### src/rtl/gpu_pkg.sv
// Shared types for the GPU instruction path: raster widths, decoder opcodes and the
// packed draw instruction that the buffer hands to the rasterizer.
package gpu_pkg;

  // Raster widths, matching the decoder's definitions (640x480, 8-bit colour).
  localparam int WIDTH_BITS   = 10;
  localparam int HEIGHT_BITS  = 9;
  localparam int CHANNEL_BITS = 8;

  localparam logic [3:0] OP_RESET     = 4'b0000;
  localparam logic [3:0] OP_SET_XY1   = 4'b0001;
  localparam logic [3:0] OP_SET_XY2   = 4'b0010;
  localparam logic [3:0] OP_SET_RAD   = 4'b0011;
  localparam logic [3:0] OP_DRAW_LINE = 4'b0100;
  localparam logic [3:0] OP_DRAW_RECT = 4'b0101;

  typedef struct packed {
    logic [3:0]              opcode;
    logic [WIDTH_BITS-1:0]   x1;
    logic [HEIGHT_BITS-1:0]  y1;
    logic [WIDTH_BITS-1:0]   x2;
    logic [HEIGHT_BITS-1:0]  y2;
    logic [WIDTH_BITS-1:0]   rad;
    logic [CHANNEL_BITS-1:0] r;
    logic [CHANNEL_BITS-1:0] g;
    logic [CHANNEL_BITS-1:0] b;
  } gpu_instr_t;

endpackage

### src/rtl/gpu_sync_fifo.sv
// Generic single-clock FIFO with registered occupancy; full/empty come from the count.
// Flush empties the queue without touching storage; a pop on a full FIFO frees room for a push.
module gpu_sync_fifo #(
  parameter int WIDTH    = 8,
  parameter int DEPTH    = 8,
  parameter int PTR_BITS = $clog2(DEPTH)
) (
  input  logic                clk_i,
  input  logic                rst_i,
  input  logic                flush_i,
  input  logic                push_i,
  input  logic [WIDTH-1:0]    wdata_i,
  input  logic                pop_i,
  output logic [WIDTH-1:0]    rdata_o,
  output logic [PTR_BITS:0]   count_o,
  output logic                full_o,
  output logic                empty_o,
  output logic                push_ok_o
);

  logic [WIDTH-1:0]    mem [DEPTH];
  logic [PTR_BITS-1:0] wr_ptr;
  logic [PTR_BITS-1:0] rd_ptr;
  logic [PTR_BITS:0]   count;
  logic                pop_ok;
  logic                push_ok;

  assign full_o    = (count == (PTR_BITS+1)'(DEPTH));
  assign empty_o   = (count == '0);
  assign pop_ok    = pop_i && !empty_o && !flush_i;
  assign push_ok   = push_i && !flush_i && (!full_o || pop_ok);
  assign push_ok_o = push_ok;
  assign count_o   = count;
  assign rdata_o   = mem[rd_ptr];

  always_ff @(posedge clk_i) begin
    if (rst_i || flush_i) begin
      wr_ptr <= '0;
      rd_ptr <= '0;
      count  <= '0;
    end else begin
      if (push_ok) wr_ptr <= wr_ptr + 1'b1;
      if (pop_ok)  rd_ptr <= rd_ptr + 1'b1;
      if (push_ok && !pop_ok)      count <= count + 1'b1;
      else if (pop_ok && !push_ok) count <= count - 1'b1;
    end
  end

  always_ff @(posedge clk_i) begin
    if (push_ok && !rst_i) mem[wr_ptr] <= wdata_i;
  end

endmodule

### src/rtl/gpu_instruction_buffer.sv
// Shadows decoder parameters and queues complete draw instructions for the rasterizer.
// Optional GPU_IBUF_DROP_CNT_EN adds a saturating dropped-push counter (drop_cnt_o).
import gpu_pkg::*;

module gpu_instruction_buffer #(
  parameter int DEPTH    = 8,
  parameter int PTR_BITS = $clog2(DEPTH)
) (
  input  logic                    clk_i,
  input  logic                    rst_i,
  input  logic                    command_i,
  input  logic [3:0]              opcode_i,
  input  logic [WIDTH_BITS-1:0]   x1_i,
  input  logic [HEIGHT_BITS-1:0]  y1_i,
  input  logic [WIDTH_BITS-1:0]   x2_i,
  input  logic [HEIGHT_BITS-1:0]  y2_i,
  input  logic [WIDTH_BITS-1:0]   rad_i,
  input  logic [CHANNEL_BITS-1:0] r_i,
  input  logic [CHANNEL_BITS-1:0] g_i,
  input  logic [CHANNEL_BITS-1:0] b_i,
  input  logic                    write_enable_i,
  input  logic                    push_instruction_i,
  output gpu_instr_t              instr_o,
  output logic                    instr_valid_o,
  input  logic                    instr_ready_i,
  output logic                    full_o,
  output logic [PTR_BITS:0]       count_o,
  output logic                    overflow_o
`ifdef GPU_IBUF_DROP_CNT_EN
  ,
  output logic [7:0]              drop_cnt_o
`endif
);

  logic [WIDTH_BITS-1:0]   x1_q, x2_q, rad_q;
  logic [HEIGHT_BITS-1:0]  y1_q, y2_q;
  logic [CHANNEL_BITS-1:0] r_q, g_q, b_q;
  logic                    flush;
  logic                    push_req;
  logic                    push_ok;
  logic                    drop;
  logic                    empty;
  gpu_instr_t              entry;
  gpu_instr_t              head;

  assign flush    = command_i && (opcode_i == OP_RESET);
  assign push_req = push_instruction_i && !flush;
  assign drop     = push_req && !push_ok;

  // Coordinates come from the shadows as they stood before this edge; colour bypasses them.
  assign entry = '{opcode: opcode_i, x1: x1_q, y1: y1_q, x2: x2_q, y2: y2_q,
                   rad: rad_q, r: r_i, g: g_i, b: b_i};

  always_ff @(posedge clk_i) begin
    if (rst_i || flush) begin
      x1_q  <= '0;
      y1_q  <= '0;
      x2_q  <= '0;
      y2_q  <= '0;
      rad_q <= '0;
      r_q   <= '0;
      g_q   <= '0;
      b_q   <= '0;
    end else if (write_enable_i) begin
      case (opcode_i)
        OP_SET_XY1: begin
          x1_q <= x1_i;
          y1_q <= y1_i;
        end
        OP_SET_XY2: begin
          x2_q <= x2_i;
          y2_q <= y2_i;
        end
        OP_SET_RAD: rad_q <= rad_i;
        OP_DRAW_LINE, OP_DRAW_RECT: begin
          r_q <= r_i;
          g_q <= g_i;
          b_q <= b_i;
        end
        default: ;
      endcase
    end
  end

  // Overflow survives a soft flush; only a real reset clears it.
  always_ff @(posedge clk_i) begin
    if (rst_i)     overflow_o <= 1'b0;
    else if (drop) overflow_o <= 1'b1;
  end

`ifdef GPU_IBUF_DROP_CNT_EN
  always_ff @(posedge clk_i) begin
    if (rst_i)                        drop_cnt_o <= '0;
    else if (drop && drop_cnt_o != 8'hFF) drop_cnt_o <= drop_cnt_o + 8'd1;
  end
`endif

  gpu_sync_fifo #(
    .WIDTH    ($bits(gpu_instr_t)),
    .DEPTH    (DEPTH),
    .PTR_BITS (PTR_BITS)
  ) u_fifo (
    .clk_i     (clk_i),
    .rst_i     (rst_i),
    .flush_i   (flush),
    .push_i    (push_req),
    .wdata_i   (entry),
    .pop_i     (instr_ready_i),
    .rdata_o   (head),
    .count_o   (count_o),
    .full_o    (full_o),
    .empty_o   (empty),
    .push_ok_o (push_ok)
  );

  assign instr_valid_o = !empty;
  assign instr_o       = empty ? '0 : head;

endmodule

### config.mk
export PLATFORM = sky130hd
export DESIGN_NAME = gpu_instruction_buffer
export DESIGN_NICKNAME = d
export VERILOG_FILES = /design/src/rtl/gpu_pkg.sv /design/src/rtl/gpu_sync_fifo.sv /design/src/rtl/gpu_instruction_buffer.sv
export SDC_FILE = /design/constraint.sdc
export NUM_CORES = 1
export LEC_CHECK = 0
export ABC_CLOCK_PERIOD_IN_PS = 15900
export CORE_UTILIZATION = 45
export CTS_CLUSTER_SIZE = 14
export DETAILED_ROUTE_END_ITERATION = 8
export PLACE_DENSITY_LB_ADDON = 0.05
export SETUP_SLACK_MARGIN = 0.15
export SKIP_LAST_GASP = 1
export SYNTH_ARGS = -nofsm -noshare
export SYNTH_HDL_FRONTEND = slang
export SYNTH_SLANG_ARGS = --single-unit
### constraint.sdc
create_clock -name clk_i -period 15.9 [get_ports clk_i]
set_clock_uncertainty 0.2 [all_clocks]
set_input_delay 1.59 -clock clk_i [delete_from_list [all_inputs] [get_ports clk_i]]
set_output_delay 1.59 -clock clk_i [all_outputs]
set_load 0.01 [all_outputs]
### After elaboration in Yosys (flattened, before gate mapping)

Memory sizes are Yosys's and may differ from the RTL's. A register that Yosys moved wholly into a read port is not among the register bits.
Cells that the tools add are included.

* add/sub/neg operators: 4
* multiply operators: 0
* div/mod/pow operators: 0
* $lt $le $gt $ge: 0
* eq/ne operators: 4
* shifts and indexed selects: 0
* muxes and demuxes: 7
* bitwise gates (word level): 0
* reduce and logical (&&, ||, !) cells: 24

Operator list (number)
* $mux W76: 1
* $logic_and A1 B1 Y1: 10
* $eq A4 B2 Y1 const B: 2
* $logic_not A4 Y1: 2
* $mux W4: 2
* $add A3 B1 Y3 const B: 2
* $logic_not A1 Y1: 6
* $mux W3: 2
* $reduce_and A2 Y1: 3
* $add A4 B1 Y4 const B: 1
* $eq A4 B1 Y1 const B: 1
* $eq A4 B4 Y1 const B: 1
* $sub A4 B1 Y4 const B: 1
* $logic_or A1 B1 Y1: 2
* $mux W1: 2
* $reduce_bool A2 Y1: 1

* flip-flop bits (word level): 59
* latch bits: 0
* bits in writable memories: 608
* ROM bits: 0
* input port bits: 82
* output and inout bits: 83
* logic and storage cells: 49
* memories: 1

Memory list
* u_fifo.mem: words 8, bits a word 76, rd ports 1, clocked after Yosys merged registers in 1, wr ports 1, RTL line gpu_sync_fifo.sv:21 `logic [WIDTH-1:0] mem [DEPTH];`

### Longest topological paths before layout

Gate-level depths: netlist (run 1).

* word-level depth: 10
* mapped depth: 11
* gate-level depth less buffers: 11

### Modules after synthesis

A second synthesis (run 1) with hierarchy kept.

* cells, all modules: 1274
* area, all modules: 25987.4 µm²

Modules (own cells, without submodules)
* gpu_sync_fifo: instances 1, cells an instance 958, area an instance 23481.3 µm², seq. area each 18517.8 µm²
* gpu_instruction_buffer: instances 1, cells an instance 316, area an instance 2506.2 µm², seq. area each 980.9 µm²

### Worst setup path before layout (run 1)

No wires, ideal clock.

* path kind: input to register
* start point: in command_i
* end point: mem u_fifo.mem[0][0] (netlist bit) (enable)
* data arrival time: 9.856 ns
* data required time: 14.976 ns
* setup slack: 5.120 ns
* stages on the path: 4
* buffers on the path: 0
* cell sequence: inv_1 > o21a_1 > nand2_1 > nor4b_1

* cells in the longest elaborated chain, start to end: 8
* elaborated cells on any way between the ends: 10
* classes of those cells: mux: 2; reduce/logical: 8

RTL lines
* from (decl): RTL line gpu_instruction_buffer.sv:11 `input logic command_i,`
* $logic_and A1 B1 Y1 *: RTL line gpu_instruction_buffer.sv:46 `assign flush = command_i && (opcode_i == OP_RESET);`
* $logic_not A1 Y1 *: RTL line gpu_sync_fifo.sv:30, gpu_sync_fifo.sv:31, gpu_instruction_buffer.sv:47
* $logic_and A1 B1 Y1 (on tied branches): RTL line gpu_instruction_buffer.sv:47, gpu_sync_fifo.sv:30
* $logic_and A1 B1 Y1 or $logic_or A1 B1 Y1 (tied branches): RTL line gpu_sync_fifo.sv:31 `assign push_ok = push_i && !flush_i && (!full_o || pop_ok);`
* $logic_and A1 B1 Y1 *: RTL line gpu_sync_fifo.sv:31
* $logic_and A1 B1 Y1 *: RTL line gpu_sync_fifo.sv:50 `if (push_ok && !rst_i) mem[wr_ptr] <= wdata_i;`
* $mux W1 *: RTL line gpu_sync_fifo.sv:50
* $mux W1 (not written as such) *: RTL line gpu_sync_fifo.sv:50
* to (decl): RTL line gpu_sync_fifo.sv:21

Every way passes the cells marked *; elsewhere a longest branch is shown, timed or not.

==> flow_summary.json, run 1 <==
{
  "die_x_um": 240,
  "synth_cell_type_count": 39,
  "cp.required_ps": 14110,
  "yosys-mux-area-fraction_pct": 16.9,
  "yosysTopAreaCell": "edfxtp_1",
  "synth_edf_count": 608,
  "hold_class": "reg -> reg",
  "drc": 0,
  "final_core_util_pct": 54.2,
  "gp_congestion": 0.711,
  "critPathSlowestCell": "buf_4",
  "path_common_cell": "buf_4",
  "first_iter_violations": 712,
  "synth_ff_type": "edfxtp_1",
  "start_kind": "flop",
  "cts_buffers": 71,
  "rows": 86,
  "vias_per_cell": 5.41,
  "hold_violations": 0,
  "cellPowerDensity_nw_per_um2": 153,
  "dp.cells": 2124,
  "ctsResizeCount": 0,
  "initial_utilization_pct": 45.9,
  "ctsHoldBuffers": 0,
  "finalCritPeriodShare_pct": 43.7,
  "drtPass1Iterations": 5,
  "peakVddDrop_v": 0.000284,
  "setup_slack_ps": 8960,
  "final_max_slew_viol_count": 0,
  "synth_fa_ha_area_share_pct": 0.324,
  "crit_fanout": 47,
  "dp_hpwl_mm": 29.2,
  "netlist.area_leader.share_pct": 71.7,
  "grt-ovfl-total": 0,
  "antenna_found_initial": 0,
  "insertion_delay_ps": 600,
  "pin_count": 165,
  "dpl_worst_slack_ps": 9290,
  "synthXorXnorAreaFrac_pct": 0.138,
  "clkTransAtPathRegs_ps": 60,
  "status": "finished clean",
  "end_kind": "primary output",
  "tritoncts": "built",
  "routed-via-count": 12200,
  "ys_warn_count": 0,
  "dieHeight_um": 240,
  "setup-tns-final_ps": 0,
  "regArea_sq_um": 19500,
  "final_nets": 1537,
  "synth_top_family_by_area": "multiplexers",
  "antennaDiodeCount": 0,
  "clock-sinks": 670,
  "coreArea_sq_um": 55500,
  "fmaxAchievable_mhz": 144,
  "grt_pass1_vias": 12900,
  "syn_inst": 1250,
  "drive_gt1_share_pct": 19.0,
  "avgSynthCellArea_sq_um": 20.4,
  "synth-simple-area-share_pct": 3.40,
  "maxCapViolCount": 0,
  "final_cells": 2252,
  "worstPathArrival_ps": 5150,
  "area_delta_synth_final_pct": 18.1,
  "yosysSeqAreaShare_pct": 76.6,
  "rsz0062_at_grt": "no",
  "synth_compound_area_share_pct": 1.20,
  "fill_cells": 4367,
  "syn_nets": 1338,
  "final-setup-viol-count": 0,
  "final_antenna_net_count": 0,
  "postCtsSetupBuffers": 0,
  "cts-root-buf": "clkbuf_16",
  "ys_seq_elements": 670,
  "wirelength_mm": 54.5,
  "async_reset_ff_share_pct": 0,
  "netlist_area_sq_um": 25500,
  "die_area_sq_um": 57500,
  "multi_input_area_sq_um": 5640,
  "grt_max_degree": 63,
  "fin_crit_ps": 6940,
  "track_usage_pct": 19.6,
  "clk_path_buf_depth": 3,
  "synth_area_leaders": "edfxtp_1 72%, mux4_2 13%, dfxtp_1 4.9%",
  "path_class": "reg -> out",
  "wl_per_cell_um": 24.2,
  "path_cells": "buf_4, buf_4, buf_4, mux4_2, mux2i_1, nor2_1, clkdlybuf4s50_1",
  "grt_pass1_wl_mm": 82.1,
  "htree_levels": 3,
  "worstMarginPinSlew_ps": 1110,
  "port_buffers": 164,
  "relSlewSlack_pct": 25.7,
  "p_leak_nw": 9.75,
  "critPathMaxStageDelay_ps": 890
}
## synth_stat cells, types with 2 or more instances
master	instances
nor3_1	3
inv_1	5
and4b_1	2
o21ai_0	3
xor2_1	3
mux2i_1	87
a21o_1	2
nor2_1	100
buf_2	34
nand2_1	81
or4_1	2
edfxtp_1	608
ha_1	5
nand4b_1	2
mux4_2	152
buf_6	10
clkbuf_1	19
nand3_1	5
a21oi_1	45
dfxtp_1	62
nor4b_1	2
## layout by cell type (no fill, tap or decap), drive strengths merged, types with 3 or more instances in the layout
cell type      synthesis  layout
edfxtp               608     608
clkdlybuf4s50          0     164
clkbuf                19      95
a21oi                 45      45
nor3                   3       3
nand2                 81      81
xor2                   3       3
buf                   45      26
mux4                 152     152
nand3                  5       5
or4                    3       3
ha                     5       5
mux2i                 87      87
o21ai                  4       4
nor2                 100     100
inv                    5       9
clkinv                 0      27
dfxtp                 62      62
## path summary, 6_finish.rpt
kind                           from                 to  slack [ps]  depth (start not counted)
hold / removal     u_fifo.rd_ptr[1]               flop         310                          2
hold reg to reg    u_fifo.rd_ptr[1]               flop         310                          2
setup / recovery               flop        instr_o[21]        8960                          7
setup reg to reg  u_fifo.count_o[1]  u_fifo.mem[0][46]       12170                          6
## critical path, delay by kind of cell, from the launching register on
family | cells | cell delay [ps]
buffers and inverters | 4 | 2960
DFF | 1 | 630
and+or+nand+nor | 1 | 70
muxes | 2 | 810
## power breakdown
part | internal [mW] | switching (mW)
clock network | 0.873 | 0.651
registers | 1.95 | 0.0531
logic | 0.572 | 0.504
total | 3.39 | 1.21
## metrics by stage
stage | hold WS, ps | power [mW] | cell area (sq um)
floorplan | 254 | 2.70 | 25500
global placement | 266 | 3.14 | 27900
detailed placement | 306 | 3.14 | 27900
CTS | 319 | 4.68 | 30100
global route | 358 | 4.80 | 30100
finish | 311 | 4.60 | 30100
## cell families after synthesis
family	count (synthesis)
AO/OA/AOI/OAI	55
XOR/XNOR	4
adder cells (fa/ha/maj)	6
buffers and inverters	69
flip-flops	670
multiplexers	239
AND/OR/NAND/NOR	207
## layer usage
| metal | routed length [um] | up-vias | GRT usage [%] |
|---|---|---|---|
| li1 | - | 5427 | - |
| met1 | 24400 | 6438 | 27.1 |
| met2 | 26800 | 248 | 31.9 |
| met3 | 2370 | 74 | 3.98 |
| met4 | 995 | 0 | 5.33 |
| met5 | 0 | - | 0 |
## area by class of cell
type	count	area share, %
repair buffers	190	6.11
clock buffers	95	6.45
well taps	748	3.11
multi-input cells	511	18.8
flip-flops and latches	670	64.9
inverters	5	0.0624
clock inverters	33	0.624
## flip-flops by register name (all words and copies together) (netlist names), named ones only
register / cells
y1_q: 9
x1_q: 10
u_fifo.rd_ptr: 3
y2_q: 9
u_fifo.count_o: 4
x2_q: 10
rad_q: 10
u_fifo.wr_ptr: 3
overflow_o: 1
u_fifo.mem: 608
Note: power is estimated with default switching activity, not from simulation.
==> run 2, diff against run 1 <==
- ABC_CLOCK_PERIOD_IN_PS: 15900 -> 6020
- clock period: 15.9 -> 6.02 ns (I/O delays scaled with it)
==> flow_summary.json, run 2 (synthesis gave the netlist of run 1 again) <==
{
  "status": "finished clean",
  "final-setup-viol-count": 0,
  "grt_pass1_wl_mm": 81.5,
  "worstPathArrival_ps": 3400,
  "end_kind": "primary output",
  "crit_family": "flip-flops",
  "peakVddDrop_v": 0.000258,
  "critPathSlowestCell": "dfxtp_4",
  "final_max_slew_viol_count": 0,
  "area_delta_synth_final_pct": 18.8,
  "gp_congestion": 0.722,
  "final_core_util_pct": 54.5,
  "antenna_found_initial": 3,
  "dp_hpwl_mm": 29.4,
  "rsz0062_at_grt": "no",
  "ctsResizeCount": 0,
  "die_area_sq_um": 57500,
  "final_cells": 2255,
  "relSlewSlack_pct": 28.4,
  "setup-tns-final_ps": 0,
  "cts_buffers": 70,
  "htree_levels": 3,
  "postCtsSetupBuffers": 0,
  "maxCapViolCount": 0,
  "largest_register": "u_fifo.mem",
  "coreArea_sq_um": 55500,
  "port_buffers": 164,
  "insertion_delay_ps": 590,
  "grt_max_degree": 61,
  "cellPowerDensity_nw_per_um2": 406,
  "drive_gt1_share_pct": 19.1,
  "routed-via-count": 12200,
  "final_antenna_net_count": 0,
  "final_cell_mix": "608 x edfxtp_1, 164 x clkdlybuf4s50_1, 152 x mux4_2",
  "ctsHoldBuffers": 0,
  "drtPass1Iterations": 5,
  "cts-root-buf": "clkbuf_16",
  "hold_violations": 0,
  "die_x_um": 240,
  "finalCritPeriodShare_pct": 69.9,
  "initial_utilization_pct": 45.9,
  "cp.required_ps": 5220,
  "clkTransAtPathRegs_ps": 60,
  "grt_pass1_vias": 12800,
  "largest_reg_flops": 608,
  "dp.cells": 2130,
  "clock-sinks": 670,
  "clk_path_buf_depth": 3,
  "fin_total_pwr_mw": 12.3,
  "grt-ovfl-total": 0,
  "vias_per_cell": 5.43,
  "tritoncts": "built",
  "p_leak_nw": 9.82,
  "path_cells": "buf_4, mux4_2, mux2i_1, nor2_1, clkdlybuf4s50_1",
  "wl_per_cell_um": 24.2,
  "path_class": "reg -> out",
  "layout_commonest_cell": "edfxtp_1",
  "fin_crit_ps": 4210,
  "critPathMaxStageDelay_ps": 980,
  "crit_fanout": 43,
  "drc": 0,
  "wirelength_mm": 54.5,
  "worstMarginPinSlew_ps": 1070,
  "start_kind": "flop",
  "track_usage_pct": 19.6,
  "cp.buffers_inverters": 2,
  "first_iter_violations": 810,
  "dieHeight_um": 240,
  "rows": 86,
  "hold_class": "reg -> reg",
  "pin_count": 165,
  "fmaxAchievable_mhz": 238,
  "final_nets": 1542
}
[run 2: cell count changes in the layout (fill, tap and decap cells not counted), sizes merged]
cell / before / now
clkinv: 27 / 16
clkbuf: 95 / 104
buf: 26 / 32
inv: 9 / 7
bufinv: 1 / 2
clkinvlp: 1 / 0
diode: 0 / 1
[run 2: worst min-delay path: stages (launching register included)]
cell     delay, ps
dfxtp_1        320
nand2_1         50
a21oi_1         70
[run 2: area by class of cell]
class,instances,area [sq um]
multi-input combinational,511,5660
timing repair buffer,196,1960
antenna,1,2.50
inverter,5,18.8
sequential,670,19500
clock inverter,20,156
tap,748,936
fill,4400,25300
clock buffer,104,2010
[run 2: path summary, 6_finish.rpt]
path | depth (start not counted) | from | slack, ps | endpoint
setup / recovery | 5 | flop | 1810 | instr_o[7]
hold reg to reg | 2 | u_fifo.rd_ptr[1] | 280 | flop
setup reg to reg | 11 | u_fifo.count_o[0] | 2420 | u_fifo.count_o[3]
hold / removal | 2 | u_fifo.rd_ptr[1] | 280 | flop
[run 2: per-stage QoR]
| stage | area, sq um | hold WS (ps) | worst slack, ps |
|---|---|---|---|
| floorplan | 25500 | 254 | -1080 |
| global placement | 28100 | 269 | 1760 |
| detailed placement | 28100 | 269 | 1710 |
| CTS | 30300 | 281 | 1620 |
| global route | 30300 | 302 | 1540 |
| finish | 30300 | 280 | 1810 |
[run 2: power by group]
group	switching, mW	total (mW)	leakage, nW	internal (mW)
sequential	0.178	5.33	6.45	5.15
clock	1.68	4.08	1.06	2.40
combinational	1.33	2.88	2.31	1.55
[run 2: routing by layer]
metal / global-route usage (%) / up-vias / wire [um]
met1: 27.5 / 6483 / 24700
li1: - / 5431 / -
met4: 5.42 / 4 / 930
met2: 31.4 / 258 / 26400
met5: 0 / - / 31
met3: 3.78 / 64 / 2380
==> run 3, diff against run 2 <==
- ABC_CLOCK_PERIOD_IN_PS: 6020 -> 4290
- clock period: 6.02 -> 4.29 ns (I/O delays scaled with it)
==> flow_summary.json, run 3 (synthesis gave the netlist of run 1 again) <==
{
  "area_delta_synth_final_pct": 20.0,
  "fin_total_pwr_mw": 17.5,
  "regToRegEndpoint": "u_fifo.count_o[3]",
  "place_area_sq_um": 28300,
  "path_cells": "buf_12, mux4_2, mux2i_1, nor2_1, clkdlybuf4s50_1",
  "critPathSlowestCell": "dfxtp_4",
  "clk_path_buf_depth": 3,
  "largest_reg_flops": 608,
  "cp.required_ps": 3660,
  "htree_levels": 3,
  "antennaDiodeCount": 0,
  "cts_buffers": 72,
  "drive_gt1_share_pct": 19.8,
  "peakVddDrop_v": 0.00143,
  "fin_crit_ps": 3680,
  "endpoint": "instr_o[32]",
  "final_nets": 1551,
  "fmaxAchievable_mhz": 271,
  "rr_worst_depth": 11,
  "layout_commonest_cell": "edfxtp_1",
  "fin_area_sq_um": 30600,
  "rsz0062_at_grt": "no",
  "status": "finished clean",
  "final_max_slew_viol_count": 0,
  "regArea_sq_um": 19500,
  "insertion_delay_ps": 590,
  "finalCritPeriodShare_pct": 85.9,
  "die_area_sq_um": 57500,
  "track_usage_pct": 19.4,
  "ctsResizeCount": 0,
  "drc": 0,
  "cts-root-buf": "clkbuf_16",
  "ctsHoldBuffers": 0,
  "grt_pass1_vias": 13000,
  "clkTransAtPathRegs_ps": 60,
  "initial_utilization_pct": 45.9,
  "vias_per_cell": 5.40,
  "crit_family": "buffers and inverters",
  "tritoncts": "built",
  "pin_count": 165,
  "maxCapViolCount": 0,
  "die_x_um": 240,
  "r2r_setup_slack_ps": 1160,
  "port_buffers": 164,
  "gr-usage-met2_pct": 31.4,
  "multi_input_area_sq_um": 5680,
  "final_antenna_net_count": 0,
  "worstPathArrival_ps": 3050,
  "cp.depth": 5,
  "dpl_worst_slack_ps": 503,
  "wl_per_cell_um": 23.8,
  "postCtsSetupBuffers": 0,
  "whs_ps": 181,
  "coreArea_sq_um": 55500,
  "final_cell_mix": "608 x edfxtp_1, 164 x clkdlybuf4s50_1, 152 x mux4_2",
  "grtUsageMet1_pct": 26.9,
  "drtPass1Iterations": 4,
  "hold_class": "in -> reg",
  "gp_congestion": 0.697,
  "final_cells": 2269,
  "busiest_layer": "met2",
  "clock-sinks": 670,
  "relSlewSlack_pct": 32.2,
  "path_class": "reg -> out",
  "grt-ovfl-total": 0,
  "cp.buffers_inverters": 2,
  "routed-via-count": 12300,
  "largest_register": "u_fifo.mem",
  "setup-tns-final_ps": 0,
  "cellPowerDensity_nw_per_um2": 573,
  "grt_pass1_wl_mm": 80.6,
  "p_leak_nw": 9.93,
  "r2r_start": "u_fifo.count_o[0]",
  "crit_fanout": 43,
  "first_iter_violations": 779,
  "antenna_found_initial": 0,
  "start_kind": "flop",
  "dp.cells": 2137,
  "hold_violations": 0,
  "worstMarginPinSlew_ps": 1010,
  "fill_cells": 4356,
  "rows": 86,
  "end_kind": "primary output",
  "wirelength_mm": 54.0,
  "dieHeight_um": 240,
  "grtUsageMet3_pct": 3.47,
  "final-setup-viol-count": 0,
  "final_core_util_pct": 55.0,
  "critPathMaxStageDelay_ps": 680,
  "dp_hpwl_mm": 27.4,
  "setup_slack_ps": 606,
  "grt_max_degree": 77
}
run 3: changes by cell type in the layout (fill, tap and decap cells not counted), sizes merged:
cell / delta
diode: -1
clkinv: +9
bufinv: +1
buf: +7
clkinvlp: +1
clkbuf: -3
run 3: layout make-up:
type                    instances  share of cell area, %
clock buffers                 101                   6.70
clock inverters                31                  0.721
inverters                       5                 0.0614
multi-input cells             511                   18.6
flip-flops and latches        670                   63.8
well taps                     748                   3.06
repair buffers                203                   7.03
run 3: per-layer routing:
layer  share of wire [%]  up-vias
li1                    -     5471
met1                  45     6443
met2                  49      262
met3                 4.5       82
met4                 2.1        0
met5                   0        -
run 3: worst min-delay path by stage:
stage	endpoint	startpoint	slack, ps	cells past startpoint
finish	y1_q[4]	y1_i[4]	180	3
global route	x2_q[0]	x2_i[0]	190	3
CTS	y1_q[4]	y1_i[4]	150	3
detailed placement	overflow_o	overflow_o	270	2
global placement	flop	u_fifo.rd_ptr[1]	260	2
floorplan	flop	u_fifo.rd_ptr[1]	250	2
run 3: worst register-to-register path, delay by kind of cell, from the launching register on:
| family | cells | cell delay, ps |
|---|---|---|
| flops | 1 | 390 |
| simple gates | 5 | 1510 |
| buf+inv | 2 | 160 |
| compound gates | 2 | 320 |
| fa+ha+maj | 2 | 480 |
run 3: power by group:
| part | leakage (nW) | internal, mW | switching, mW |
|---|---|---|---|
| clock | 1.11 | 3.51 | 2.41 |
| sequential | 6.45 | 7.22 | 0.176 |
| combinational | 2.37 | 2.21 | 1.97 |
| total | 9.93 | 12.9 | 4.56 |
